==> config.mk <==
export PLATFORM = sky130hd
export DESIGN_NAME = mem_access_flat
export DESIGN_NICKNAME = d
export VERILOG_FILES = /design/src/rtl/mem_access_pkg.sv /design/src/rtl/mem_access_if.sv /design/src/rtl/mem_align.sv /design/src/rtl/mem_access.sv /design/src/flat_wrapper.sv
export SDC_FILE = /design/constraint.sdc
export NUM_CORES = 1
export LEC_CHECK = 0
export ABC_AREA = 1
export BUFFER_PORTS_ARGS = -buffer_cell sky130_fd_sc_hd__buf_2
export CAP_MARGIN = 20
export CORE_MARGIN = 2
export CORE_UTILIZATION = 30
export DETAILED_ROUTE_END_ITERATION = 12
export PLACE_DENSITY = 0.51
export REMOVE_ABC_BUFFERS = 1
export SYNTH_ARGS = -nofsm -noshare
export SYNTH_HDL_FRONTEND = slang
export SYNTH_SLANG_ARGS = --single-unit
export TNS_END_PERCENT = 10
==> constraint.sdc <==
create_clock -name clk -period 2.2 [get_ports clk]
set_clock_uncertainty 0.1 [all_clocks]
set_input_delay 0.11 -clock clk [delete_from_list [all_inputs] [get_ports clk]]
set_output_delay 0.11 -clock clk [all_outputs]
set_load 0.02 [all_outputs]
==> src/rtl/mem_access_pkg.sv <==
// Shared types for the memory stage: pipeline bundle, control word, access size and FSM states.
package mem_access_pkg;

  typedef logic [31:0] rv32i_word;
  typedef logic [4:0]  rv32i_reg;

  typedef enum logic [1:0] {
    MEM_B = 2'd0,
    MEM_H = 2'd1,
    MEM_W = 2'd2
  } mem_size_t;

  typedef struct packed {
    logic      read_b;
    logic      write;
    mem_size_t load_type;
    mem_size_t store_type;
    logic      load_unsigned;
    logic      load_regfile;
  } ctrl_t;

  typedef struct packed {
    logic      valid;
    rv32i_word pc;
    ctrl_t     ctrl;
    rv32i_reg  rd;
    rv32i_word alu;
    rv32i_word rs2;
    rv32i_word mdr;
  } stage_regs;

  typedef enum logic [1:0] {
    IDLE   = 2'd0,
    ACCESS = 2'd1,
    HOLD   = 2'd2
  } state_t;

  // Size of the access actually issued: stores are sized by store_type, loads by load_type.
  function automatic mem_size_t access_size(input ctrl_t ctrl);
    return ctrl.write ? ctrl.store_type : ctrl.load_type;
  endfunction

endpackage

==> src/rtl/mem_access_if.sv <==
// Data-memory port between the memory stage (master) and the data memory (slave).
interface mem_access_if #(
  parameter int WIDTH = 32
) ();
  logic             read;
  logic             write;
  logic [WIDTH-1:0] address;
  logic [3:0]       wmask;
  logic [WIDTH-1:0] wdata;
  logic [WIDTH-1:0] rdata;
  logic             resp;

  modport master (output read, write, address, wmask, wdata, input rdata, resp);
  modport slave  (input read, write, address, wmask, wdata, output rdata, resp);
endinterface

==> src/rtl/mem_align.sv <==
// Byte-lane steering for stores and byte/half extraction with sign/zero extension for loads.
module mem_align
  import mem_access_pkg::*;
(
  input  logic       [1:0] offset,
  input  mem_size_t        store_type,
  input  mem_size_t        load_type,
  input  logic             load_unsigned,
  input  rv32i_word        store_data,
  input  rv32i_word        rdata,
  output logic       [3:0] wmask,
  output rv32i_word        wdata,
  output rv32i_word        load_data
);
  logic [7:0]  ld_byte;
  logic [15:0] ld_half;

  // Half accesses use only offset[1]; word accesses ignore the offset entirely.
  always_comb begin
    // NOTE: every output of a combinational block gets a default before any branch, so no path can infer a latch.
    wmask = 4'b1111;
    wdata = store_data;
    case (store_type)
      MEM_B: begin
        wmask = 4'b0001 << offset;
        wdata = {4{store_data[7:0]}};
      end
      MEM_H: begin
        wmask = 4'b0011 << {offset[1], 1'b0};
        wdata = {2{store_data[15:0]}};
      end
      default: ;
    endcase
  end

  always_comb begin
    ld_byte   = rdata[{offset, 3'b000} +: 8];
    ld_half   = rdata[{offset[1], 4'b0000} +: 16];
    load_data = rdata;
    case (load_type)
      MEM_B: load_data = load_unsigned ? {24'b0, ld_byte} : {{24{ld_byte[7]}}, ld_byte};
      MEM_H: load_data = load_unsigned ? {16'b0, ld_half} : {{16{ld_half[15]}}, ld_half};
      default: ;
    endcase
  end

endmodule

==> src/rtl/mem_access.sv <==
// Memory stage: issues loads/stores on the data port and forwards the execute bundle to writeback.
// Define MEM_MISALIGN_CHECK_EN to trap misaligned half/word accesses instead of truncating the offset.
module mem_access
  import mem_access_pkg::*;
#(
  parameter int WIDTH = 32
) (
  input  logic         clk,
  input  logic         reset,
  input  stage_regs    regs_in,
  input  logic         stall_in,
  output logic         stall_out,
  mem_access_if.master mem,
  output stage_regs    regs_out,
  output logic         misalign
);
  state_t           state_q, state_d;
  logic             read_q, write_q;
  logic [WIDTH-1:0] address_q, wdata_q;
  logic [3:0]       wmask_q;
  rv32i_word        hold_mdr_q;

  logic             mem_op, misaligned, mem_req, mis_pass;
  logic [3:0]       store_mask;
  rv32i_word        store_data, load_data, resp_mdr;
  stage_regs        pass_regs, done_regs;

  assign mem_op = regs_in.valid & (regs_in.ctrl.read_b | regs_in.ctrl.write);

`ifdef MEM_MISALIGN_CHECK_EN
  always_comb begin
    case (access_size(regs_in.ctrl))
      MEM_B:   misaligned = 1'b0;
      MEM_H:   misaligned = regs_in.alu[0];
      default: misaligned = |regs_in.alu[1:0];
    endcase
  end
`else
  assign misaligned = 1'b0;
`endif

  assign mem_req  = mem_op & ~misaligned;
  assign mis_pass = mem_op & misaligned;

  // regs_in is held upstream for the whole access, so one aligner serves request and response.
  mem_align u_align (
    .offset        (regs_in.alu[1:0]),
    .store_type    (regs_in.ctrl.store_type),
    .load_type     (regs_in.ctrl.load_type),
    .load_unsigned (regs_in.ctrl.load_unsigned),
    .store_data    (regs_in.rs2),
    .rdata         (mem.rdata),
    .wmask         (store_mask),
    .wdata         (store_data),
    .load_data     (load_data)
  );

  assign resp_mdr = regs_in.ctrl.read_b ? load_data : '0;

  always_comb begin
    pass_regs     = regs_in;
    pass_regs.mdr = '0;
    if (mis_pass) pass_regs.ctrl.load_regfile = 1'b0;
    done_regs     = regs_in;
    done_regs.mdr = (state_q == HOLD) ? hold_mdr_q : resp_mdr;
  end

  always_comb begin
    state_d   = state_q;
    stall_out = stall_in;
    case (state_q)
      IDLE: begin
        if (mem_req) begin
          state_d   = ACCESS;
          stall_out = 1'b1;
        end
      end
      ACCESS: begin
        stall_out = 1'b1;
        if (mem.resp) state_d = stall_in ? HOLD : IDLE;
      end
      HOLD: begin
        stall_out = 1'b1;
        if (!stall_in) state_d = IDLE;
      end
      default: state_d = IDLE;
    endcase
  end

  assign mem.read    = read_q;
  assign mem.write   = write_q;
  assign mem.address = address_q;
  assign mem.wmask   = wmask_q;
  assign mem.wdata   = wdata_q;

  // While waiting on memory, writeback gets a bubble so the previous bundle is not retired twice.
  always_ff @(posedge clk) begin
    // NOTE: sequential state uses non-blocking assignments so every register samples pre-edge values.
    if (!reset) begin
      state_q    <= IDLE;
      read_q     <= 1'b0;
      write_q    <= 1'b0;
      address_q  <= '0;
      wmask_q    <= '0;
      wdata_q    <= '0;
      hold_mdr_q <= '0;
      regs_out   <= '0;
      misalign   <= 1'b0;
    end else begin
      state_q <= state_d;
      case (state_q)
        IDLE: begin
          if (mem_req) begin
            read_q    <= regs_in.ctrl.read_b;
            write_q   <= regs_in.ctrl.write;
            address_q <= {regs_in.alu[WIDTH-1:2], 2'b00};
            wmask_q   <= regs_in.ctrl.write ? store_mask : 4'b0000;
            wdata_q   <= store_data;
          end
          if (!stall_in) begin
            regs_out <= mem_req ? '0 : pass_regs;
            misalign <= mis_pass;
          end
        end
        ACCESS: begin
          if (mem.resp) begin
            read_q  <= 1'b0;
            write_q <= 1'b0;
            if (stall_in) begin
              hold_mdr_q <= resp_mdr;
            end else begin
              regs_out <= done_regs;
              misalign <= 1'b0;
            end
          end else if (!stall_in) begin
            regs_out <= '0;
            misalign <= 1'b0;
          end
        end
        HOLD: begin
          if (!stall_in) begin
            regs_out <= done_regs;
            misalign <= 1'b0;
          end
        end
        default: ;
      endcase
    end
  end

endmodule

==> src/flat_wrapper.sv <==
// flat-port wrapper written by rule: the top's interface ports become plain ports
module mem_access_flat import mem_access_pkg::*;
#(
  parameter int WIDTH = 32
)
  (clk, reset, regs_in, stall_in, stall_out, regs_out, misalign, mem_read, mem_write, mem_address, mem_wmask, mem_wdata, mem_rdata, mem_resp);
  mem_access_if #(.WIDTH(WIDTH)) mem_i ();
  input  logic clk;
  input  logic reset;
  input  stage_regs regs_in;
  input  logic stall_in;
  output logic stall_out;
  output stage_regs regs_out;
  output logic misalign;
  output wire logic [$bits(mem_i.read)-1:0] mem_read;
  output wire logic [$bits(mem_i.write)-1:0] mem_write;
  output wire logic [$bits(mem_i.address)-1:0] mem_address;
  output wire logic [$bits(mem_i.wmask)-1:0] mem_wmask;
  output wire logic [$bits(mem_i.wdata)-1:0] mem_wdata;
  input wire logic [$bits(mem_i.rdata)-1:0] mem_rdata;
  input wire logic [$bits(mem_i.resp)-1:0] mem_resp;
  assign mem_read = mem_i.read;
  assign mem_write = mem_i.write;
  assign mem_address = mem_i.address;
  assign mem_wmask = mem_i.wmask;
  assign mem_wdata = mem_i.wdata;
  assign mem_i.rdata = mem_rdata;
  assign mem_i.resp = mem_resp;
  mem_access #(.WIDTH(WIDTH)) u_core (.clk(clk), .reset(reset), .regs_in(regs_in), .stall_in(stall_in), .stall_out(stall_out), .mem(mem_i), .regs_out(regs_out), .misalign(misalign));
endmodule
### Word-level counts from Yosys, hierarchy flattened

Index checks and enable logic that the tools add are counted.

* input bits: 178
* output and inout bits: 214
* flip-flop bits (word level): 244
* logic and storage cells: 71

* bitwise operators: 2
* reductions and logical operators: 11
* shifts and indexed selects: 4
* muxes and demuxes: 26
* eq/ne operators: 9

Operators with widths (count)
* $mux W142: 5
* $pmux W142 S3: 1
* $mux W32: 4
* $pmux W32 S2: 2
* $shiftx A32 B6 Y16: 1
* $shiftx A32 B6 Y8: 1
* $reduce_and A3 Y1: 4
* $mux W2: 4
* $pmux W4 S2: 1
* $eq A2 B1 Y1 const B: 3
* $logic_not A2 Y1: 3
* $ne A2 B2 Y1 const B: 3
* $pmux W1 S2: 3
* $pmux W2 S3: 1
* $mux W1: 4
* $mux W4: 1
* $shl A1 B2 Y4 const A: 1
* $shl A2 B2 Y4 const A: 1
* $ne A3 B3 Y1 const B: 1
* $reduce_bool A3 Y1: 1
* $eq A2 B2 Y1 const B: 1
* $ne A2 B1 Y1 const B: 1
* $reduce_and A2 Y1: 1
* $reduce_bool A2 Y1: 1
* 3 further kinds: 3

### Logic depth before layout (Yosys ltp)

* word-level depth: 8
* gate-level depth with buffers: 13
* mapped depth without buffers: 11

### Cells and area by module

Synthesis repeated with hierarchy kept, for this count alone.

* cells, all modules: 2037
* area total of the unflattened synthesis: 12682.2 µm²

By module, submodules not included
* mem_access: times used 1, cells each 1788, area each 11427.2 µm², sequential area each 4884.7 µm²
* mem_align: times used 1, cells each 249, area each 1255.0 µm², sequential area each 0.0 µm²

### Least setup slack after synthesis

OpenSTA, ideal clock, no wires.

* path type: register to register
* from: register u_core.state_q[1]
* to: register u_core.regs_out[32] (netlist name)
* period minus slack after synthesis: 1944 ps
* path slack: 256 ps
* data arrival time: 1717 ps
* path buffers: 2
* setup time: 128 ps
* data required time: 1972 ps
* cell stages (with the launch flop): 12
* path through: dfxtp_1 -> inv_1 -> ha_1 -> nand2_1 -> o21ai_2 -> inv_2 -> nand3_2 -> buf_4 -> buf_4 -> o21ai_1 -> a21oi_1 -> nor2_1

* cells in the longest elaborated chain, start to end: 3
* elaborated cells between the ends (all ways): 8
* those cells by class: eq/ne (4); mux (1); reduce/logical (3)

RTL lines
* start: declaration: RTL line mem_access.sv:17 `state_t state_q, state_d;`
* start signal: assignment: RTL line mem_access.sv:110 `state_q <= state_d;`
* $eq A2 B1 Y1, or another cell as far along: RTL line mem_access.sv:111 `case (state_q)`
* $ne A3 B3 Y1 (no source line), or another cell as far along
* $reduce_and A3 Y1 (no source line)

Parallel ways exist; a longest one is shown, timed or not.
A chain may end at the register's enable or synchronous reset.

### Worst setup path after layout

* from: register u_core.state_q[1]
* to: output stall_out

* cells in the longest elaborated chain, start to end: 3
* elaborated cells between the ends (all ways): 5
* those cells by class: eq/ne (2); mux (1); reduce/logical (2)

RTL lines
* $eq A2 B1 Y1 / $eq A2 B2 Y1 (equally long branches): RTL line mem_access.sv:71 `case (state_q)`
* $reduce_or A2 Y1 (no source line)
* $pmux W1 S2 *: RTL line mem_access.sv:71
* end: declaration: RTL line flat_wrapper.sv:12 `output logic stall_out;`

Mark *: on every way between the ends. The rest lies on a longest branch, timed or not.

==> flow_summary.toml <==
[critical_path]
cp.arrival_ps = 1900
end_kind = "output port"
critPathCapture = "stall_out"
timing.rr.start = "u_core.state_q[1]$_SDFFE_PN0P_"
path_class = "reg -> out"
r2r_setup_slack_ps = 110
cp-startpoint = "u_core.state_q[1]$_SDFFE_PN0P_"
reg2reg_to = "u_core.regs_out[99]$_SDFFE_PN0P_"
worstRegToRegCells = 11
crit_fanout = 7
startpoint_type = "register"
worstPathRequired_ps = 1990

[die]
die-area_um2 = 41900
die_h_um = 205
io_pins = 392
start_util = 0.304
fp.dieW_um = 205
fp-row-count = 73
core_um2 = 39700

[power_and_ir_drop]
sw_frac_of_total = 0.316
p_total_w = 0.0139
combPwrFrac = 0.246
clkPwrFrac = 0.391
power_frac_seq = 0.363
leakage_nw = 8.09
p_per_area_nw_per_um2 = 799
p_sw_w = 0.00438
peakVddDrop_mv = 0.538
intPower_w = 0.00949

[timing]
grt_setup_unrepaired = "true"
tightest_slew_ps = 688
period_needed_ps = 2110
finalSetupViolCount = 0
fin_crit_sh = 0.961
fmax_ghz = 0.473
finalHoldViolCount = 0
max_slew_margin = 0.541
finalMaxSlewViolations = 0
fin_hold_ws_ps = 38.4

[placement]
place_congestion = 0.920
hpwlAfterDp_um = 30600
portBuffers = 356

[detailed_routing]
drc = 0
ant_nets = 0
drt_wl_total_um = 46100
wl_per_cell_um = 16.0
drt-initial-drc-count = 694
dr.pass1.iters = 5
viasPerCell = 4.85
vias = 14000

[clock_network]
clk_path_buf_depth = 3
clk_latency_ps = 560
cts.sink_count = 244
cts_made_buffers = 30
cts_tree = "built"
htreeDepth = 1
clkTransAtPathRegs_ps = 60
clockRootBuffer = "clkbuf_16"

[logic_synthesis]
synth.most_common_cell = "nand2_1"
yosysTopAreaCellShare = 0.404
avgSynthCellArea_um2 = 6.41
yosys.area.top_type = "dfxtp_1"
synth_cell_types = 27
ys_warn_count = 0
netlist_instances = 1884
synthTopCellsByCount = "nand2_1 (432), o21ai_0 (311), a21oi_1 (298)"
ys_seq_area_frac = 0.404
synth-compound-area-share = 0.279
ys_seq_elements = 244
async_flop_share = 0
synth_mux_area_frac = 0
synth_edf_count = 0
synth_top_family_by_area = "compound AO/OA/AOI/OAI gates"
synth_top_flop_cell = "dfxtp_1"
synthSimpleGateAreaFrac = 0.216
synth_fa_ha_area_frac = 0.00518
syn-cell-area_um2 = 12100
synth.area.top_cells = "dfxtp_1 (40%), nand2_1 (13%), o21ai_0 (13%), a21oi_1 (12%), nor2_1 (6.6%)"
synthXorXnorAreaFrac = 0

[worst_hold_path]
min-delay-path-class = "in -> reg"

[final_layout]
drive_gt1_frac = 0.204
num_antenna_cells = 0
fin_nets = 2524
area_growth_pct = 43.7

[grt]
grt_pass1_wl_um = 71300
overflow = 0
grt_util_all_layers = 0.210
antenna_found_initial = 0
grt_max_degree = 115
grt_pass1_vias = 13500

[run]
cap_violations = 0

[outcome]
outcome = "completed"
==> sequential cells by signal (all words and copies together), names as in the netlist <==
| register | cells |
|---|---|
| u_core.mem.wdata | 32 |
| u_core.mem.read | 1 |
| u_core.hold_mdr_q | 32 |
| u_core.mem.address | 30 |
| u_core.mem.write | 1 |
| u_core.state_q | 2 |
| u_core.mem.wmask | 4 |
| u_core.regs_out | 142 |
==> per-layer routing <==
layer | vias to the layer above | share of wire | track usage
met5 | - | 0 | 0
met2 | 413 | 0.46 | 0.351
met1 | 6444 | 0.44 | 0.265
met3 | 78 | 0.073 | 0.0504
met4 | 0 | 0.028 | 0.0665
li1 | 7066 | - | -
==> timing repair <==
item | 4_1_cts | 5_1_grt
pin swaps | 0 | 2
hold endpoints to repair | 230 | 0
gates cloned | 0 | 1
hold buffers | 156 | 0
endpoints found under the setup margin | 1 | 42
setup buffers | 0 | 3
gates resized for setup | 4 | 5
==> power groups by stage <==
stage	Combinational (W)	Sequential [W]	Clock, W
6_report	0.00341	0.00503	0.00542
5_1_grt	0.00376	0.00508	0.00576
4_1_cts	0.00339	0.00503	0.00556
3_5_place_dp	0.00314	0.00512	0
3_3_place_gp	0.00310	0.00511	0
2_1_floorplan	0.00127	0.00552	0
==> stage by stage <==
step                      utilization  worst slack [ps]  area, um^2  setup TNS (ps)  instances
after CTS                       0.435              5.22       17300               0       2885
after floorplan                     -             -4120       11500         -603360       1742
after detailed placement        0.368              95.1       14600               0       2674
final                           0.437              85.0       17400               0       2889
after global routing            0.437             -25.0       17400           -41.2       2889
after global placement          0.368               154       14600               0       2674
==> worst min path at each step <==
stage | from | end | cells past startpoint
floorplan | reset | u_core.mem.wdata[16]$_SDFFE_PN0P_ | 2
global placement | regs_in[82] | u_core.mem.address[18]$_SDFFE_PN0P_ | 3
detailed placement | regs_in[94] | u_core.mem.address[30]$_SDFFE_PN0P_ | 3
CTS | mem_rdata[0] | u_core.hold_mdr_q[0]$_SDFFE_PN0P_ | 7
global route | regs_in[104] | u_core.mem.wdata[16]$_SDFFE_PN0P_ | 5
finish | mem_rdata[0] | u_core.hold_mdr_q[0]$_SDFFE_PN0P_ | 7
==> cell families (layout without fill, tap and decap cells) <==
group	Yosys count	in the layout
adder cells (fa/ha/maj)	5	5
AND/OR/NAND/NOR	680	680
AO/OA/AOI/OAI	665	665
flip-flops	244	244
buffers and inverters	289	767
other	1	3
==> layout by cell type, fill, tap and decap left out, types with 8 or more instances in the layout <==
cell type,Yosys,layout
nand2_1,432,430
a31oi_1,9,9
buf_2,22,353
buf_12,0,22
dlygate4sd3_1,0,156
nor2_1,211,210
buf_4,9,33
a21oi_1,298,298
dfxtp_1,244,242
o21ai_0,311,311
inv_1,139,137
clkbuf_8,0,8
clkinv_2,0,9
nand3_1,32,32
o21ai_1,30,30
clkbuf_16,0,32
==> critical path: stages, from the launching register on <==
cell and delay (ps):
dfxtp_2 380, inv_1 80, ha_1 190, buf_4 150
nand2_1 100, buf_4 160, a32oi_2 100, buf_4 190
==> area by class of cell <==
cell class / count / area (um^2)
inverter: 145 / 548
multi-input combinational: 1353 / 6100
sequential: 244 / 4890
clock inverter: 14 / 198
tap: 525 / 657
clock buffer: 41 / 893
timing repair buffer: 567 / 4080
fill: 4055 / 22400
Power figures use the tool's default switching activity.
